--- src/rtl/nand_phy_pkg.sv ---
// Shared types and helpers for the NAND PHY DQS sequencing controller.
package nand_phy_pkg;

  typedef enum logic [2:0] {
    ST_IDLE,
    ST_RD_WAIT,
    ST_RD_PRE,
    ST_RD_BURST,
    ST_RD_POST,
    ST_WR_PRE,
    ST_WR_BURST,
    ST_WR_POST
  } ch_state_e;

  typedef enum logic [1:0] {
    TAP_NONE,
    TAP_INC,
    TAP_DEC,
    TAP_RST
  } tap_op_e;

  // Cycles during which no further tap adjustment is applied.
  localparam int unsigned LOCKOUT_CYC = 2;

  // Counter value loaded on entry to a state: its duration in cycles.
  function automatic logic [31:0] state_load(ch_state_e st, logic [31:0] len,
                                             int unsigned rd_lat, int unsigned pre,
                                             int unsigned post);
    logic [31:0] val;
    val = '0;
    case (st)
      ST_RD_WAIT:                val = rd_lat;
      ST_RD_PRE,   ST_WR_PRE:    val = pre;
      ST_RD_BURST, ST_WR_BURST:  val = len;
      ST_RD_POST,  ST_WR_POST:   val = post;
      default:                   val = '0;
    endcase
    return val;
  endfunction

endpackage

--- src/rtl/nand_phy_dqs_ctrl_ch.sv ---
// Single DQS channel: read gate / write preamble-burst-postamble FSM plus
// IDELAY tap bookkeeping with a one-deep pending slot and lockout.
module nand_dqs_ch_ctrl
  import nand_phy_pkg::*;
#(
  parameter int unsigned TAP_W    = 5,
  parameter int unsigned BURST_W  = 8,
  parameter int unsigned RD_LAT   = 2,
  parameter int unsigned PRE_CYC  = 1,
  parameter int unsigned POST_CYC = 1
) (
  input  logic               clk0,
  input  logic               rst0_n,
  input  logic               rd_start,
  input  logic               wr_start,
  input  logic [BURST_W-1:0] burst_len,
  output logic               busy,
  output logic               done,
  output logic               start_err,
  output logic               dqs_gate,
  output logic               dqs_oe_n,
  output logic               dqs_rst_n,
  input  logic               tap_inc_req,
  input  logic               tap_dec_req,
  input  logic               tap_rst_req,
  output logic               dlyce_dqs,
  output logic               dlyinc_dqs,
  output logic               dlyrst_dqs,
  output logic [TAP_W-1:0]   tap_val,
  output logic               tap_sat
);

  localparam int unsigned LK_W = $clog2(LOCKOUT_CYC + 1);

  ch_state_e          state, state_nxt;
  logic [31:0]        cnt, cnt_nxt;
  logic [BURST_W-1:0] len_q, len_nxt;
  logic               start_rej;
  logic               last;

  tap_op_e            req_op, pend_op, pend_nxt, apply_op;
  logic [LK_W-1:0]    lock, lock_nxt;
  logic [TAP_W-1:0]   tap_nxt;
  logic               ce_nxt, inc_nxt, drst_nxt, sat_nxt;
  logic               in_window, tap_free;

  assign last = (cnt == 32'd1);

  // Next-state decode; the down-counter is reloaded on every state change.
  always_comb begin
    state_nxt = state;
    len_nxt   = len_q;
    start_rej = 1'b0;
    unique case (state)
      ST_IDLE: begin
        if (rd_start || wr_start) begin
          if (burst_len == '0) begin
            start_rej = 1'b1;
          end else begin
            len_nxt = burst_len;
            if (rd_start) state_nxt = (RD_LAT == 0) ? ST_RD_PRE : ST_RD_WAIT;
            else          state_nxt = ST_WR_PRE;
          end
        end
      end
      ST_RD_WAIT:  if (last) state_nxt = ST_RD_PRE;
      ST_RD_PRE:   if (last) state_nxt = ST_RD_BURST;
      ST_RD_BURST: if (last) state_nxt = ST_RD_POST;
      ST_RD_POST:  if (last) state_nxt = ST_IDLE;
      ST_WR_PRE:   if (last) state_nxt = ST_WR_BURST;
      ST_WR_BURST: if (last) state_nxt = ST_WR_POST;
      ST_WR_POST:  if (last) state_nxt = ST_IDLE;
      default:     state_nxt = ST_IDLE;
    endcase
    if (state_nxt != state)
      cnt_nxt = state_load(state_nxt, 32'(len_nxt), RD_LAT, PRE_CYC, POST_CYC);
    else if (cnt != '0)
      cnt_nxt = cnt - 32'd1;
    else
      cnt_nxt = '0;
  end

  // State register and registered sequencing outputs decoded from next state.
  always_ff @(posedge clk0 or negedge rst0_n) begin
    if (!rst0_n) begin
      state     <= ST_IDLE;
      cnt       <= '0;
      len_q     <= '0;
      busy      <= 1'b0;
      done      <= 1'b0;
      start_err <= 1'b0;
      dqs_gate  <= 1'b0;
      dqs_oe_n  <= 1'b1;
      dqs_rst_n <= 1'b0;
    end else begin
      state     <= state_nxt;
      cnt       <= cnt_nxt;
      len_q     <= len_nxt;
      busy      <= (state_nxt != ST_IDLE);
      done      <= (state != ST_IDLE) && (state_nxt == ST_IDLE);
      start_err <= start_rej;
      dqs_gate  <= (state_nxt inside {ST_RD_PRE, ST_RD_BURST, ST_RD_POST});
      dqs_oe_n  <= !(state_nxt inside {ST_WR_PRE, ST_WR_BURST, ST_WR_POST});
      dqs_rst_n <= (state_nxt == ST_WR_BURST);
    end
  end

  assign in_window = (state inside {ST_RD_PRE, ST_RD_BURST, ST_RD_POST});
  assign tap_free  = !in_window && (lock == '0);

  // Tap request arbitration, deferral and saturating apply.
  always_comb begin
    if (tap_rst_req)      req_op = TAP_RST;
    else if (tap_inc_req) req_op = TAP_INC;
    else if (tap_dec_req) req_op = TAP_DEC;
    else                  req_op = TAP_NONE;

    pend_nxt = pend_op;
    apply_op = TAP_NONE;
    if (pend_op != TAP_NONE) begin
      if (tap_free) begin
        apply_op = pend_op;
        pend_nxt = TAP_NONE;
      end
    end else if (req_op != TAP_NONE) begin
      if (tap_free) apply_op = req_op;
      else          pend_nxt = req_op;
    end

    lock_nxt = (lock != '0) ? lock - LK_W'(1) : '0;
    tap_nxt  = tap_val;
    ce_nxt   = 1'b0;
    inc_nxt  = 1'b0;
    drst_nxt = 1'b0;
    sat_nxt  = 1'b0;
    unique case (apply_op)
      TAP_INC: begin
        if (tap_val == '1) begin
          sat_nxt = 1'b1;
        end else begin
          tap_nxt = tap_val + TAP_W'(1);
          ce_nxt  = 1'b1;
          inc_nxt = 1'b1;
        end
      end
      TAP_DEC: begin
        if (tap_val == '0) begin
          sat_nxt = 1'b1;
        end else begin
          tap_nxt = tap_val - TAP_W'(1);
          ce_nxt  = 1'b1;
        end
      end
      TAP_RST: begin
        tap_nxt  = '0;
        drst_nxt = 1'b1;
      end
      default: ;
    endcase
    if (apply_op != TAP_NONE) lock_nxt = LK_W'(LOCKOUT_CYC);
  end

  // Tap state and IDELAY control pulses.
  always_ff @(posedge clk0 or negedge rst0_n) begin
    if (!rst0_n) begin
      pend_op    <= TAP_NONE;
      lock       <= '0;
      tap_val    <= '0;
      dlyce_dqs  <= 1'b0;
      dlyinc_dqs <= 1'b0;
      dlyrst_dqs <= 1'b0;
      tap_sat    <= 1'b0;
    end else begin
      pend_op    <= pend_nxt;
      lock       <= lock_nxt;
      tap_val    <= tap_nxt;
      dlyce_dqs  <= ce_nxt;
      dlyinc_dqs <= inc_nxt;
      dlyrst_dqs <= drst_nxt;
      tap_sat    <= sat_nxt;
    end
  end

endmodule

--- src/rtl/nand_phy_dqs_ctrl.sv ---
// NUM_CH independent DQS channel controllers with packed tap readback.
module nand_phy_dqs_ctrl
  import nand_phy_pkg::*;
#(
  parameter int unsigned NUM_CH   = 1,
  parameter int unsigned TAP_W    = 5,
  parameter int unsigned BURST_W  = 8,
  parameter int unsigned RD_LAT   = 2,
  parameter int unsigned PRE_CYC  = 1,
  parameter int unsigned POST_CYC = 1
) (
  input  logic                      clk0,
  input  logic                      rst0_n,
  input  logic [NUM_CH-1:0]         rd_start,
  input  logic [NUM_CH-1:0]         wr_start,
  input  logic [BURST_W-1:0]        burst_len,
  output logic [NUM_CH-1:0]         busy,
  output logic [NUM_CH-1:0]         done,
  output logic [NUM_CH-1:0]         start_err,
  output logic [NUM_CH-1:0]         dqs_gate,
  output logic [NUM_CH-1:0]         dqs_oe_n,
  output logic [NUM_CH-1:0]         dqs_rst_n,
  input  logic [NUM_CH-1:0]         tap_inc_req,
  input  logic [NUM_CH-1:0]         tap_dec_req,
  input  logic [NUM_CH-1:0]         tap_rst_req,
  output logic [NUM_CH-1:0]         dlyce_dqs,
  output logic [NUM_CH-1:0]         dlyinc_dqs,
  output logic [NUM_CH-1:0]         dlyrst_dqs,
  output logic [NUM_CH*TAP_W-1:0]   tap_val,
  output logic [NUM_CH-1:0]         tap_sat
);

  for (genvar i = 0; i < NUM_CH; i++) begin : g_ch
    nand_dqs_ch_ctrl #(
      .TAP_W   (TAP_W),
      .BURST_W (BURST_W),
      .RD_LAT  (RD_LAT),
      .PRE_CYC (PRE_CYC),
      .POST_CYC(POST_CYC)
    ) u_ch (
      .clk0       (clk0),
      .rst0_n     (rst0_n),
      .rd_start   (rd_start[i]),
      .wr_start   (wr_start[i]),
      .burst_len  (burst_len),
      .busy       (busy[i]),
      .done       (done[i]),
      .start_err  (start_err[i]),
      .dqs_gate   (dqs_gate[i]),
      .dqs_oe_n   (dqs_oe_n[i]),
      .dqs_rst_n  (dqs_rst_n[i]),
      .tap_inc_req(tap_inc_req[i]),
      .tap_dec_req(tap_dec_req[i]),
      .tap_rst_req(tap_rst_req[i]),
      .dlyce_dqs  (dlyce_dqs[i]),
      .dlyinc_dqs (dlyinc_dqs[i]),
      .dlyrst_dqs (dlyrst_dqs[i]),
      .tap_val    (tap_val[i*TAP_W +: TAP_W]),
      .tap_sat    (tap_sat[i])
    );
  end

endmodule

--- config.mk ---
export PLATFORM = sky130hd
export DESIGN_NAME = nand_phy_dqs_ctrl
export DESIGN_NICKNAME = d
export VERILOG_FILES = /design/src/rtl/nand_phy_pkg.sv /design/src/rtl/nand_phy_dqs_ctrl_ch.sv /design/src/rtl/nand_phy_dqs_ctrl.sv
export SDC_FILE = /design/constraint.sdc
export NUM_CORES = 1
export LEC_CHECK = 0
export CELL_PAD_IN_SITES_DETAIL_PLACEMENT = 2
export CELL_PAD_IN_SITES_GLOBAL_PLACEMENT = 2
export CORE_ASPECT_RATIO = 0.7
export CORE_UTILIZATION = 36
export CTS_CLUSTER_DIAMETER = 40
export DETAILED_ROUTE_END_ITERATION = 8
export PLACE_DENSITY_LB_ADDON = 0.05
export SLEW_MARGIN = 20
export SYNTH_ARGS = -nofsm -noshare
export SYNTH_HDL_FRONTEND = slang
export SYNTH_HIERARCHICAL = 1
export SYNTH_SLANG_ARGS = --single-unit
export TNS_END_PERCENT = 5
--- constraint.sdc ---
create_clock -name clk0 -period 4.3 [get_ports clk0]
set_input_delay 0.43 -clock clk0 [delete_from_list [all_inputs] [get_ports clk0]]
set_output_delay 0.43 -clock clk0 [all_outputs]
set_load 0.02 [all_outputs]
* After elaboration in Yosys (flattened, before gate mapping)
Cells that the tools add are included.
** Word-level totals
- Register bits after elaboration :: 62
- Output and inout bits :: 15
** Operators by class
- Add/subtract/negate cells :: 4
- Equal/unequal tests :: 24
- Mux-type cells :: 43
- Reductions and logical operators :: 27
** Operator list (number)
- $mux 32 :: 2
- $eq 32x1->1 const B :: 1
- $reduce_bool 32->1 :: 1
- $sub 32x1->32 const B :: 1
- $mux 3 :: 9
- $mux 2 :: 13
- $eq 3x3->1 const B :: 8
- $mux 8 :: 3
- $pmux 8 s3 :: 1
- $pmux 3 s7 :: 1
- $reduce_bool 3->1 :: 6
- $pmux 5 s3 :: 1
- $eq 3x2->1 const B :: 4
- $mux 5 :: 2
- $reduce_bool 2->1 :: 5
- $mux 1 :: 9
- $logic_not 8->1 :: 1
- $eq 3x1->1 const B :: 2
- $logic_not 3->1 :: 2
- $ne 2x2->1 const B :: 3
- $reduce_and 3->1 :: 2
- $add 5x1->5 const B :: 1
- $eq 5x5->1 const B :: 1
- $logic_not 5->1 :: 1
- 13 further kinds :: 18

* Depth between registers and ports, before layout
- Depth after elaboration :: 10
- Depth in mapped cells :: 14

* Worst setup path before layout
OpenSTA, ideal clock, no wires.
- Path kind :: register to register
- From :: register g_ch[0].u_ch.state[2]
- To :: register g_ch[0].u_ch.tap_val[4]
- Library setup time :: 0.083 ns
- Arrival time :: 2.974 ns
- Required time :: 4.217 ns
- Path slack :: 1.243 ns
- Cell stages (with the launch flop) :: 14
- Buffers on the path :: 1
- Cell sequence :: dfrtp_1 -> clkbuf_1 -> nor2b_1 -> a2111oi_0 -> nor2b_1 -> ha_1 -> inv_1 -> fa_1 -> nor2b_1 -> o21ai_0 -> and3_1 -> nor4_1 -> nor2_1 -> o21ai_0
** On the way
- Longest elaborated chain between the ends :: 10
** Ends and longest elaborated chain
- start: declaration :: RTL line nand_phy_dqs_ctrl_ch.sv:35 : ch_state_e state, state_nxt;
- start signal: assignment :: RTL line nand_phy_dqs_ctrl_ch.sv:96 : state <= state_nxt;
- $eq 3x2->1 / $eq 3x3->1 (equally long branches) :: RTL line nand_phy_dqs_ctrl_ch.sv:108 : assign in_window = (state inside {ST_RD_PRE, ST_RD_BURST, ST_RD_POST});
- $reduce_bool 3->1 (*) :: RTL line nand_phy_dqs_ctrl_ch.sv:108
- $logic_not 1->1 (*) :: RTL line nand_phy_dqs_ctrl_ch.sv:109 : assign tap_free = !in_window && (lock == '0);
- $logic_and 1x1->1 (*) :: RTL line nand_phy_dqs_ctrl_ch.sv:109
- $mux 2 :: RTL line nand_phy_dqs_ctrl_ch.sv:126 : if (tap_free) apply_op = req_op;
- $mux 2 :: RTL line nand_phy_dqs_ctrl_ch.sv:125 : end else if (req_op != TAP_NONE) begin
- $mux 2 (*) :: RTL line nand_phy_dqs_ctrl_ch.sv:120 : if (pend_op != TAP_NONE) begin
- $eq 2x2->1 / $eq 2x1->1 (equally long branches) :: RTL line nand_phy_dqs_ctrl_ch.sv:136 : unique case (apply_op)
- $ne 2x2->1 (no source line) / $reduce_bool 3->1 (equally long branches)
- $reduce_and 3->1 (no source line)
- end signal: assignment :: RTL line nand_phy_dqs_ctrl_ch.sv:176 : tap_val <= tap_nxt;
- end: declaration :: RTL line nand_phy_dqs_ctrl_ch.sv:29 : output logic [TAP_W-1:0] tap_val,
Mark *: on every way between the ends. The rest lies on a longest branch, timed or not.
A chain may end at the register's enable or synchronous reset.

* Worst setup path after layout
- From :: register g_ch[0].u_ch.state[1]
- To :: register g_ch[0].u_ch.tap_val[4]
Same word-level chain as after synthesis.

==> metrics.txt <==
status finished clean; Worst setup SP type register; die area 9168 um2; synth warn 6; worst r2r src g_ch[0].u_ch/state[1]; Hold Crit Class in -> async; worst skew pair latency 0.33 ns; WP data arrival 3.97 ns; initial antenna violation count 0; WL final 9.093 mm; final hold violation count 0; Highest Clock Rate 269.0 MHz; final hold slack 0.08034 ns; core region area 8478 um2; post-synth top area share 48.28%; Syn Inst Count 323; first-pass GRT wire length 15.25 mm; post-synthesis area per instance 9.789 um2; Net Switching 1.253 mW; Layout area overhead 25.17%; max capacitance violation total 0; CTS sink cnt 62; path depth of the worst reg2reg path 13; critical path data required time 4.55 ns; Async SR Flop Fraction 100.0%; # Post-CTS Setup Buffers 0; post-DP HPWL 6.526 mm; largest net degree at the start of global routing 41; # H-tree levels 3; Setup Skew 0.007418 ns; post-synth top area cell dfrtp_1; Max VDD drop 0.3492 mV; critical-path cell list nor2_1 > a2111oi_0 > buf_4 > nor2b_1 > ha_1 > inv_1 > fa_1 > nor2b_1 > o21ai_0 > and3_1 > nor4_1 > nor2_1 > o21ai_0; slew of the pin with the lowest slew margin 0.8432 ns; Final Instance Area 3958 um2; sequential share of power 33.2%; GR Overflow Total 0; fraction of layout cells with a size suffix above 1 10.35%; CP max-delay cell dfrtp_1; post-CTS resize count 0; WL/cell 18.67 um; clock-pin slew on the worst setup and hold paths 0.05 ns; critical path's largest stage delay 0.58 ns; Overall Global Routing Usage 22.30%; Combinational Power Share 41.4%; DR vias/cell 5.427; Util after Layout 46.68%; synth top area cells dfrtp_1 (48%), nor2_1 (5.5%), ha_1 (4.4%); DR vias 2643; EDFF count, synth 0; CP Capture Type register; Crit Path Class reg -> reg; final setup violation count 0; static leakage 1.741 nW; Net Sw Frac 39.24%; Distinct cells, synth 49; iteration count of the initial detailed-routing pass 4; # rows 28; drt drc 0; clock share of power 25.4%; Yosys reg bits 62; Syn Nets 350; CTS tree yes; setup tns final 0 ns; Cell Int Power 1.940 mW; clock buffer count from CTS 9; Port-buffer cells 29; vias in the first global route 2832; Placer Congestion 0.8656; Tmin final 3.718 ns; part of the Yosys area used for sequential elements 49.11%; fin crit share 86.46%; cts hold-fix bufs 0; Root Buffer clkbuf_16; Slew HR 43.32%; Chip Height 80.41 um; Ant. Diodes 0; Synth Cell Area 3162 um2; Worst R2R Setup Slack 0.58 ns; I/O pin cnt 30; ys flop type dfrtp_1; First DRT Iteration DRCs 81; nets 389; crit path from g_ch[0].u_ch/state[1]; DP Area 3622 um2; Initial Util 37.29%; Final ANT Viol Nets 0; worst-path fanout max 14; unrepaired setup endpoints after global routing no; pwr dens 806.9 nW/um2; Max Root-Sink Buffers 2; RR Endpoint g_ch[0].u_ch/tap_val[4]; die width 114.0 um; Slew Viols, Final 0
sequential cells by signal, summed over array words and instances, names as in the netlist:
register	flops
g_ch.u_ch/busy	1
g_ch.u_ch/cnt	32
g_ch.u_ch/dlyce_dqs	1
g_ch.u_ch/dlyinc_dqs	1
g_ch.u_ch/dlyrst_dqs	1
g_ch.u_ch/done	1
g_ch.u_ch/dqs_gate	1
g_ch.u_ch/dqs_oe_n	1
g_ch.u_ch/dqs_rst_n	1
g_ch.u_ch/len_q	8
g_ch.u_ch/lock	2
g_ch.u_ch/pend_op	2
g_ch.u_ch/start_err	1
g_ch.u_ch/state	3
g_ch.u_ch/tap_sat	1
g_ch.u_ch/tap_val	5
kinds of logic after synthesis:
family | after synthesis | share of synthesized area, %
AOI/OAI and AO/OA | 64 | 14.21
buffers and inverters | 20 | 2.414
DFF | 62 | 49.11
xor gates and xnor gates | 23 | 6.371
adders and majority gates | 12 | 4.986
muxes | 1 | 0.3166
and+or+nand+nor | 141 | 22.60
cells in the final DEF (no fill, tap or decap), types with 2 or more instances in the layout:
cell type / n
nor2b_1: 8
or4_1: 5
clkbuf_16: 9
and3_1: 3
clkdlybuf4s50_1: 28
clkbuf_8: 3
nand2_1: 26
nand3_1: 11
or4_4: 2
nor3_1: 10
a22o_1: 8
ha_1: 11
nand4_1: 5
o41ai_1: 4
nor2_1: 46
o21ai_0: 9
xor2_1: 12
o21a_1: 3
or3_1: 6
inv_1: 12
xnor2_1: 11
a31o_2: 6
a21o_1: 2
nor4_1: 9
a21oi_1: 17
buf_4: 7
and4_1: 2
dfrtp_1: 61
bufinv_16: 2
o31ai_1: 3
cell usage after synthesis, types with 7 or more instances:
master and number:
ha_1 11, nand2_1 26, a22o_1 8, nor2b_1 8, nand3_1 11, dfrtp_1 61, nor2_1 46, xnor2_1 11
clkbuf_1 7, nor4_1 9, inv_1 12, nor3_1 10, o21ai_0 9, xor2_1 12, a21oi_1 17
worst max path at each step:
stage                                    endpoint  slack, ns  cells past startpoint
after floorplan           g_ch[0].u_ch/tap_val[4]       1.24                     13
after global placement    g_ch[0].u_ch/tap_val[4]       1.03                     13
after detailed placement  g_ch[0].u_ch/tap_val[4]       0.79                     13
after CTS                 g_ch[0].u_ch/tap_val[4]       0.59                     13
after global routing      g_ch[0].u_ch/tap_val[4]       0.31                     13
final                     g_ch[0].u_ch/tap_val[4]       0.58                     13
layer usage:
layer	GRT usage, %	up-vias	part of all wire, %
met5	0	-	0
met4	6.104	0	1.1
met3	5.811	11	2.9
met2	35.52	32	46
met1	30.00	1360	50
li1	-	1240	-
power by group through the flow:
stage	Combinational [mW]	Sequential (mW)	Clock [mW]
floorplan	0.867	1.03	0
global placement	1.25	1.05	0
detailed placement	1.31	1.06	0
CTS	1.34	1.06	0.833
global route	1.47	1.09	0.860
finish	1.32	1.06	0.812
area by class of cell:
class | count | area [um2]
Clock buffer | 13 | 270.3
Clock inverter | 3 | 65.06
Tap cell | 120 | 150.1
Fill cell | 881 | 4521
Inverter | 12 | 45.04
Timing Repair Buffer | 36 | 337.8
Sequential cell | 62 | 1553
Multi-Input combinational cell | 241 | 1536
through the flow:
| step | total power [mW] | setup slack, ns | instances |
|---|---|---|---|
| after floorplan | 1.892 | 1.243 | 323 |
| after global placement | 2.297 | 1.028 | 471 |
| after detailed placement | 2.368 | 0.7861 | 471 |
| after CTS | 3.229 | 0.5919 | 487 |
| after global routing | 3.429 | 0.3086 | 487 |
| final | 3.193 | 0.5822 | 487 |
critical path, delay by kind of cell (launching register included):
kind | cells | cell delay (ns)
AND/OR/NAND/NOR | 6 | 1.20
AO/OA/AOI/OAI | 3 | 0.76
adder cells (fa/ha/maj) | 2 | 0.76
flip-flops | 1 | 0.58
buffers and inverters | 2 | 0.35
No activity file was read; power rests on OpenSTA's default activity.
